[src/rtl/aib_avmm_cfg_pkg.sv]
// Shared types and address-map constants for the per-channel AIB Avalon-MM config responder.
package aib_avmm_cfg_pkg;

  typedef enum logic [1:0] {
    StIdle,
    StAck,
    StResp
  } cfg_state_e;

  localparam int unsigned CH_MSB  = 16;
  localparam int unsigned CH_LSB  = 11;
  localparam int unsigned IDX_MSB = 10;
  localparam int unsigned IDX_LSB = 2;
  localparam int unsigned IDX_W   = IDX_MSB - IDX_LSB + 1;

  localparam int unsigned ERR_COLL_BIT = 0;
  localparam int unsigned ERR_OOR_BIT  = 1;

endpackage

[src/rtl/aib_avmm_cfg_regfile.sv]
// Byte-writable NUM_REGS x 32 config register array with a zero-default read mux and a flat image.
module aib_avmm_cfg_regfile
  import aib_avmm_cfg_pkg::*;
#(
  parameter int unsigned NUM_REGS = 16
) (
  input  logic                     i_clk,
  input  logic                     i_rst_n,
  input  logic                     i_we,
  input  logic [IDX_W-1:0]         i_idx,
  input  logic [3:0]               i_byte_en,
  input  logic [31:0]              i_wdata,
  output logic [31:0]              o_rdata,
  output logic [NUM_REGS*32-1:0]   o_cfg_regs
);

  logic [31:0] regs_q [NUM_REGS];

  // Index compares against every slot so out-of-range indices simply match nothing.
  always_ff @(posedge i_clk or negedge i_rst_n) begin
    if (!i_rst_n) begin
      for (int unsigned k = 0; k < NUM_REGS; k++) begin
        regs_q[k] <= '0;
      end
    end else if (i_we) begin
      for (int unsigned k = 0; k < NUM_REGS; k++) begin
        for (int unsigned b = 0; b < 4; b++) begin
          if (i_idx == IDX_W'(k) && i_byte_en[b]) begin
            regs_q[k][8*b +: 8] <= i_wdata[8*b +: 8];
          end
        end
      end
    end
  end

  always_comb begin
    o_rdata = '0;
    for (int unsigned k = 0; k < NUM_REGS; k++) begin
      if (i_idx == IDX_W'(k)) begin
        o_rdata = regs_q[k];
      end
    end
  end

  for (genvar g = 0; g < NUM_REGS; g++) begin : g_flat
    assign o_cfg_regs[32*g +: 32] = regs_q[g];
  end

endmodule

[src/rtl/aib_avmm_cfg_responder.sv]
// Per-channel Avalon-MM config responder: IDLE/ACK/RESP handshake in front of the register file.
// Optional sticky error status register at index NUM_REGS when AIB_AVMM_CFG_ERR_EN is defined.
module aib_avmm_cfg_responder
  import aib_avmm_cfg_pkg::*;
#(
  parameter int unsigned NUM_REGS = 16
) (
  input  logic                   i_cfg_avmm_clk,
  input  logic                   i_cfg_avmm_rst_n,
  input  logic [5:0]             i_channel_id,
  input  logic [16:0]            i_cfg_avmm_addr,
  input  logic                   i_cfg_avmm_read,
  input  logic                   i_cfg_avmm_write,
  input  logic [3:0]             i_cfg_avmm_byte_en,
  input  logic [31:0]            i_cfg_avmm_wdata,
  output logic                   o_cfg_avmm_waitreq,
  output logic                   o_cfg_avmm_rdatavld,
  output logic [31:0]            o_cfg_avmm_rdata,
  output logic [NUM_REGS*32-1:0] o_cfg_regs
);

  cfg_state_e       state_q, state_d;
  logic             hit;
  logic             accept;
  logic             wr_q, rd_q;
  logic [IDX_W-1:0] idx_q;
  logic [3:0]       be_q;
  logic [31:0]      wdata_q;
  logic [31:0]      rdata_q;
  logic [31:0]      rf_rdata;
  logic [31:0]      rd_word;
  logic             rf_we;
  logic             unused_addr_lsb;

  assign unused_addr_lsb = ^i_cfg_avmm_addr[1:0];

  assign hit    = (i_cfg_avmm_read | i_cfg_avmm_write) &&
                  (i_cfg_avmm_addr[CH_MSB:CH_LSB] == i_channel_id);
  assign accept = (state_q == StIdle) && hit;

  always_ff @(posedge i_cfg_avmm_clk or negedge i_cfg_avmm_rst_n) begin
    if (!i_cfg_avmm_rst_n) begin
      state_q <= StIdle;
    end else begin
      state_q <= state_d;
    end
  end

  always_comb begin
    state_d             = state_q;
    o_cfg_avmm_waitreq  = 1'b1;
    o_cfg_avmm_rdatavld = 1'b0;
    unique case (state_q)
      StIdle: begin
        if (hit) state_d = StAck;
      end
      StAck: begin
        o_cfg_avmm_waitreq = 1'b0;
        state_d            = rd_q ? StResp : StIdle;
      end
      StResp: begin
        o_cfg_avmm_rdatavld = 1'b1;
        state_d             = StIdle;
      end
      default: state_d = StIdle;
    endcase
  end

  // The request is frozen at acceptance; a master dropping it during ACK cannot abort it.
  // A simultaneous read+write is executed as a write only.
  always_ff @(posedge i_cfg_avmm_clk or negedge i_cfg_avmm_rst_n) begin
    if (!i_cfg_avmm_rst_n) begin
      wr_q    <= 1'b0;
      rd_q    <= 1'b0;
      idx_q   <= '0;
      be_q    <= '0;
      wdata_q <= '0;
    end else if (accept) begin
      wr_q    <= i_cfg_avmm_write;
      rd_q    <= i_cfg_avmm_read & ~i_cfg_avmm_write;
      idx_q   <= i_cfg_avmm_addr[IDX_MSB:IDX_LSB];
      be_q    <= i_cfg_avmm_byte_en;
      wdata_q <= i_cfg_avmm_wdata;
    end
  end

  always_ff @(posedge i_cfg_avmm_clk or negedge i_cfg_avmm_rst_n) begin
    if (!i_cfg_avmm_rst_n) begin
      rdata_q <= '0;
    end else if ((state_q == StAck) && rd_q) begin
      rdata_q <= rd_word;
    end
  end

  assign rf_we            = (state_q == StAck) && wr_q;
  assign o_cfg_avmm_rdata = (state_q == StResp) ? rdata_q : '0;

  aib_avmm_cfg_regfile #(
    .NUM_REGS (NUM_REGS)
  ) u_regfile (
    .i_clk      (i_cfg_avmm_clk),
    .i_rst_n    (i_cfg_avmm_rst_n),
    .i_we       (rf_we),
    .i_idx      (idx_q),
    .i_byte_en  (be_q),
    .i_wdata    (wdata_q),
    .o_rdata    (rf_rdata),
    .o_cfg_regs (o_cfg_regs)
  );

`ifdef AIB_AVMM_CFG_ERR_EN
  logic       coll_q;
  logic [1:0] err_q;
  logic [1:0] err_set, err_clr;
  logic       is_status;

  always_ff @(posedge i_cfg_avmm_clk or negedge i_cfg_avmm_rst_n) begin
    if (!i_cfg_avmm_rst_n) begin
      coll_q <= 1'b0;
    end else if (accept) begin
      coll_q <= i_cfg_avmm_read & i_cfg_avmm_write;
    end
  end

  assign is_status = (32'(idx_q) == NUM_REGS);

  always_comb begin
    err_set               = '0;
    err_set[ERR_COLL_BIT] = coll_q;
    err_set[ERR_OOR_BIT]  = (32'(idx_q) > NUM_REGS);
    err_clr               = (wr_q && is_status && be_q[0]) ? wdata_q[1:0] : 2'b00;
  end

  // Set is OR-ed after the clear so a same-cycle event survives a W1C.
  always_ff @(posedge i_cfg_avmm_clk or negedge i_cfg_avmm_rst_n) begin
    if (!i_cfg_avmm_rst_n) begin
      err_q <= '0;
    end else if (state_q == StAck) begin
      err_q <= (err_q & ~err_clr) | err_set;
    end
  end

  assign rd_word = is_status ? {30'b0, err_q} : rf_rdata;
`else
  assign rd_word = rf_rdata;
`endif

endmodule

[config.mk]
export PLATFORM = sky130hd
export DESIGN_NAME = aib_avmm_cfg_responder
export DESIGN_NICKNAME = d
export VERILOG_FILES = /design/src/rtl/aib_avmm_cfg_pkg.sv /design/src/rtl/aib_avmm_cfg_regfile.sv /design/src/rtl/aib_avmm_cfg_responder.sv
export SDC_FILE = /design/constraint.sdc
export NUM_CORES = 1
export LEC_CHECK = 0
export CORE_MARGIN = 5
export CORE_UTILIZATION = 46
export DETAILED_ROUTE_END_ITERATION = 16
export PLACE_DENSITY = 0.8
export SETUP_SLACK_MARGIN = 0.2
export SKIP_LAST_GASP = 1
export SYNTH_ARGS = -nofsm -noshare
export SYNTH_HDL_FRONTEND = slang
export SYNTH_SLANG_ARGS = --single-unit
[constraint.sdc]
create_clock -name i_cfg_avmm_clk -period 2.2 [get_ports i_cfg_avmm_clk]
set_input_delay 0.22 -clock i_cfg_avmm_clk [delete_from_list [all_inputs] [get_ports i_cfg_avmm_clk]]
set_output_delay 0.22 -clock i_cfg_avmm_clk [all_outputs]
set_load 0.01 [all_outputs]
Yosys cells after proc, flatten, opt, wreduce, memory -nomap -nowiden
Index checks and enable logic that the tools add are counted.

storage, ports and cells
  flip-flop bits (word level) = 593
  input port bits = 63
  output and inout bits = 546
  word-level logic and storage cells = 249

operators by class
  eq/ne operators = 19
  multiplexer cells = 22
  bitwise logic cells = 3
  reduce and logical (&&, ||, !) cells = 134

operators with widths
  kind                                                                    count
  32-bit two-way mux                                                      17
  2-bit AND reduction                                                     64
  9-bit by 4-bit equality test with 1-bit output (second input constant)  8
  1-bit logical AND                                                       68
  9-bit by 3-bit equality test with 1-bit output (second input constant)  4
  9-bit by 2-bit equality test with 1-bit output (second input constant)  2
  9-bit by 1-bit equality test with 1-bit output (second input constant)  1
  9-bit zero test                                                         1
  6-bit equality test                                                     1
  2-bit two-way mux                                                       2
  2-bit one-hot mux with 2 select lines                                   1
  2-bit by 1-bit equality test with 1-bit output (second input constant)  1
  2-bit equality test (second input constant)                             1
  2-bit zero test                                                         1
  1-bit two-way mux                                                       2
  2-bit != test (second input constant)                                   1
  1-bit bitwise AND                                                       1
  1-bit inverter                                                          1
  1-bit bitwise OR                                                        1

Depth between registers and ports, before layout
  depth after elaboration = 17
  gate-level depth with buffers = 10
  gate-level depth less buffers = 7

Modules after synthesis
A second synthesis with hierarchy kept.

second synthesis, totals
  cell total of the unflattened synthesis = 2156
  area, all modules = 27501.4 µm²

modules (own cells, without submodules)
  module                  times used  cells an instance  area each (µm²)  seq. area each (µm²)
  aib_avmm_cfg_regfile    1           1936               24205.7          12812.3
  aib_avmm_cfg_responder  1           220                3295.7           2026.9

Worst setup path before layout
OpenSTA, ideal clock, no wires.

  path type = register to register
  start = register idx_q[5]
  end = register u_regfile.regs_q, in the netlist u_regfile.o_cfg_regs[48]
  setup time = 125 ps
  arrival = 2103 ps
  required time = 2075 ps
  path slack = -28 ps
  stages on the path, launching flop included = 8
  path buffers = 2
  clock period less this slack = 2228 ps
  path through = dfrtp_1 or4_1 buf_6 buf_6 nor2_8 nand2_8 nor2_8 mux2_2

on the way
  word-level cells in the longest chain between the ends = 3

RTL lines
  element                                         RTL line                      text
  start: declaration                              aib_avmm_cfg_responder.sv:26  logic [IDX_W-1:0] idx_q;
  start signal: assignment                        aib_avmm_cfg_responder.sv:81  idx_q <= i_cfg_avmm_addr[IDX_MSB:IDX_LSB];
  9-bit by 1-bit equality test with 1-bit output  aib_avmm_cfg_regfile.sv:28    if (i_idx == IDX_W'(k) && i_byte_en[b]) begin
  1-bit logical AND                               aib_avmm_cfg_regfile.sv:28
  2-bit AND reduction (no line)                   -
  end signal: indexed assignment                  aib_avmm_cfg_regfile.sv:29    regs_q[k][8*b +: 8] <= i_wdata[8*b +: 8];
  end: declaration                                aib_avmm_cfg_regfile.sv:17    logic [31:0] regs_q [NUM_REGS];

No other way between the ends.
A chain may end at the register's enable or synchronous reset.

Final worst setup path
  start = register idx_q[4]
  end = register u_regfile.regs_q, in the netlist u_regfile.o_cfg_regs[332]

on the way
  word-level cells in the longest chain between the ends = 3

RTL lines
  element                                         RTL line
  9-bit by 4-bit equality test with 1-bit output  aib_avmm_cfg_regfile.sv:28
  1-bit logical AND                               aib_avmm_cfg_regfile.sv:28
  2-bit AND reduction (no line)                   -

No other way between the ends.

==> results.json <==
{
  "status": "finished with violations",
  "violations": "setup timing",
  "dp_hpwl_um": 94600,
  "clk_pin_slew_ns": 0.06,
  "die_area_mm2": 0.0657,
  "p_leak_uw": 0.0196,
  "htreeDepth": 3,
  "grt_max_degree": 102,
  "grt_use_total_pct": 39.3,
  "max-vdd-ir-drop_v": 0.000629,
  "grt-ovfl-total": 0,
  "clk_latency_ns": 0.62,
  "clock_path_buffers": 3,
  "final_util_pct": 71.4,
  "start_util_pct": 46.3,
  "syn_avg_cell_area_um2": 12.6,
  "yosys.area_share.simple_pct": 8.05,
  "worst_slew_pin_slew_ns": 0.865,
  "pwr-share-comb_pct": 33.9,
  "crit_path_end_kind": "flip-flop",
  "routed_wl_um": 136000,
  "yosysWarnings": 0,
  "fin_nets": 3177,
  "hold_path_class": "input pin to asynchronous set/reset pin",
  "critical_path_required_ns": 2.70,
  "ys.flop_type": "dfrtp_1",
  "die_width_um": 256,
  "placed_cells": 3730,
  "io_pins": 609,
  "synth_fa_ha_area_share_pct": 0,
  "drive_above_1_share_pct": 41.7,
  "syn_nets": 2273,
  "cts_buffers": 66,
  "slew_viol_final": 0,
  "cap_violations": 0,
  "synth-edff-count": 0,
  "finalCritPeriodShare_pct": 109,
  "synth_top_area_share_pct": 53.2,
  "yosysSeqAreaShare_pct": 53.2,
  "synth.distinct_cells": 70,
  "cp-start-kind": "flip-flop",
  "max_clock_freq_mhz": 419,
  "synthMuxAreaShare_pct": 24.6,
  "final_cell_mix": "dfrtp_1, clkdlybuf4s50_1, mux2_2, mux2_4, buf_4",
  "clockPowerShare_pct": 30.7,
  "syn_inst": 2210,
  "internal_power_uw": 23300,
  "synth_area_mm2": 0.0279,
  "drt_iter0_markers": 3276,
  "layout_setup_ws_ns": -0.188,
  "ctsRootBufferMaster": "clkbuf_16",
  "ant_nets": 0,
  "p_seq_share_pct": 35.4,
  "finalHoldViolCount": 0,
  "port_buffers": 606,
  "clock_sinks": 593,
  "path_max_fanout": 6,
  "synth.area.top_cells": "dfrtp_1, mux2_2, o21ai_0, o22ai_1, a21oi_1",
  "core_mm2": 0.0602,
  "rsz0062_at_grt": "yes",
  "vias": 25900,
  "layout_commonest_cell": "dfrtp_1",
  "setup_viol": 426,
  "ys_seq_elements": 593,
  "place_congestion": 0.971,
  "wire_per_inst_um": 34.4,
  "finalNonFillerCells": 3947,
  "grt_pass1_vias": 26200,
  "via_per_inst": 6.55,
  "power.switching_uw": 13300,
  "slew_headroom_pct": 42.3,
  "synth_compound_gate_area_share_pct": 11.3,
  "synthArstFlopShare_pct": 100,
  "arrival_ns": 2.89,
  "drc": 0,
  "synth_xor_area_share_pct": 0.188,
  "crit_type": "flip-flop to flip-flop",
  "syn_to_final_growth_pct": 54.3,
  "switching_share_pct": 36.3,
  "drtPass1Iterations": 5,
  "p_per_area_mw_per_mm2": 850,
  "setup_tns_ns": -34.75,
  "rows": 90,
  "grt_first_pass_wirelength_um": 192000,
  "yosysTopAreaCell": "dfrtp_1",
  "layout_min_cycle_time_ns": 2.39,
  "die_h_um": 256,
  "synth_top_family_by_area": "multiplexers",
  "antenna_found_initial": 6,
  "tritoncts": "built",
  "skew_ns": 0.0174
}
final timing paths:
check | start | depth (start not counted) | slack, ns | to
setup / recovery | idx_q[4] | 9 | -0.19 | u_regfile.o_cfg_regs[332]
hold / removal | i_cfg_avmm_rst_n | 2 | 0.11 | u_regfile.o_cfg_regs[106]
setup reg to reg | idx_q[4] | 9 | -0.19 | u_regfile.o_cfg_regs[332]
hold reg to reg | rdata_q[28] | 1 | 0.51 | rdata_q[28]
max in group asynchronous | i_cfg_avmm_rst_n | 3 | 1.13 | u_regfile.o_cfg_regs[23]
min in group i_cfg_avmm_clk | i_cfg_avmm_addr[4] | 3 | 0.20 | idx_q[2]
critical path, stage by stage, from the launching register on:
cell and delay, ns:
dfrtp_1 0.41, or4_4 0.59, buf_6 0.15, nor2_4 0.16
buf_6 0.13, nand2_4 0.06, buf_8 0.16, nor2_4 0.13
buf_12 0.16, mux2_4 0.31
state kept, by name, indices dropped and copies added, names as in the netlist:
| name | cells |
|---|---|
| be_q | 4 |
| idx_q | 9 |
| rd_q | 1 |
| rdata_q | 32 |
| state_q | 2 |
| u_regfile.o_cfg_regs | 512 |
| wdata_q | 32 |
| wr_q | 1 |
metrics by stage:
step | hold WS [ns] | power, uW | instance area, um^2 | setup slack [ns]
floorplan | -0.0756 | 16800 | 28100 | 0.0134
global placement | 0.137 | 22300 | 37500 | -0.389
detailed placement | 0.136 | 22500 | 37500 | -0.376
CTS | 0.101 | 35200 | 42300 | -0.0915
global route | 0.133 | 37300 | 43000 | -0.208
finish | 0.114 | 36600 | 43000 | -0.188
layer usage:
metal / routed length (um) / global-route usage [%]
met4: 9870 / 22.4
met5: 0 / 0
met2: 61300 / 61.3
met3: 14900 / 10.6
met1: 49800 / 49.6
cells by family (layout without fill, tap and decap cells):
logic type | Yosys count | after routing
xor+xnor | 6 | 6
other cells | 0 | 5
mux | 611 | 611
buf+inv | 162 | 1110
compound gates | 476 | 476
flops | 593 | 593
simple gates | 362 | 364
final cells by class:
type | instances | area, um^2
Antenna cell | 5 | 12.5
Clock buffer | 95 | 1980
Clock inverter | 19 | 181
Fill cell | 3918 | 17200
Inverter | 9 | 33.8
Multi-Input combinational cell | 1457 | 14400
Sequential cell | 593 | 14900
Tap cell | 782 | 978
Timing Repair Buffer | 987 | 10600
cells in the mapped netlist (5+ instances only):
master and number:
buf_4 9, o221ai_1 18, nor2_2 28, xnor2_1 5, mux2i_1 29, and2_1 35, dfrtp_1 593, nand2_1 85
o22a_1 18, nor2_1 85, nand2_2 7, o21ai_0 102, o2111ai_1 19, nand3_1 9, nor3_1 9, clkbuf_1 88
a31oi_1 24, a21oi_1 79, and3_1 10, nor2_4 11, a221oi_1 32, o22ai_1 75, buf_6 6, o211ai_1 9
or3_1 6, a22oi_1 46, a22o_1 14, mux2_2 577, inv_1 6, a32oi_1 5, nor2_8 19, buf_1 12
a211oi_1 6, nor2b_1 21, buf_2 38, o2bb2ai_1 5
power groups by stage:
stage               sequential [uW]  clock (uW)  combinational (uW)
finish                        12900       11200               12400
global route                  12900       11700               12600
CTS                           12800       11200               11200
detailed placement            12900           0                9530
global placement              12900           0                9400
floorplan                     11900           0                4910
timing repair:
item	4_1_cts	5_1_grt
cloned	8	2
resized for setup	560	108
hold buffers	1	0
pin swaps	81	59
endpoints found under the setup margin	621	621
hold endpoints to repair	504	0
setup buffers	70	17
(Power assumes the default switching activity.)
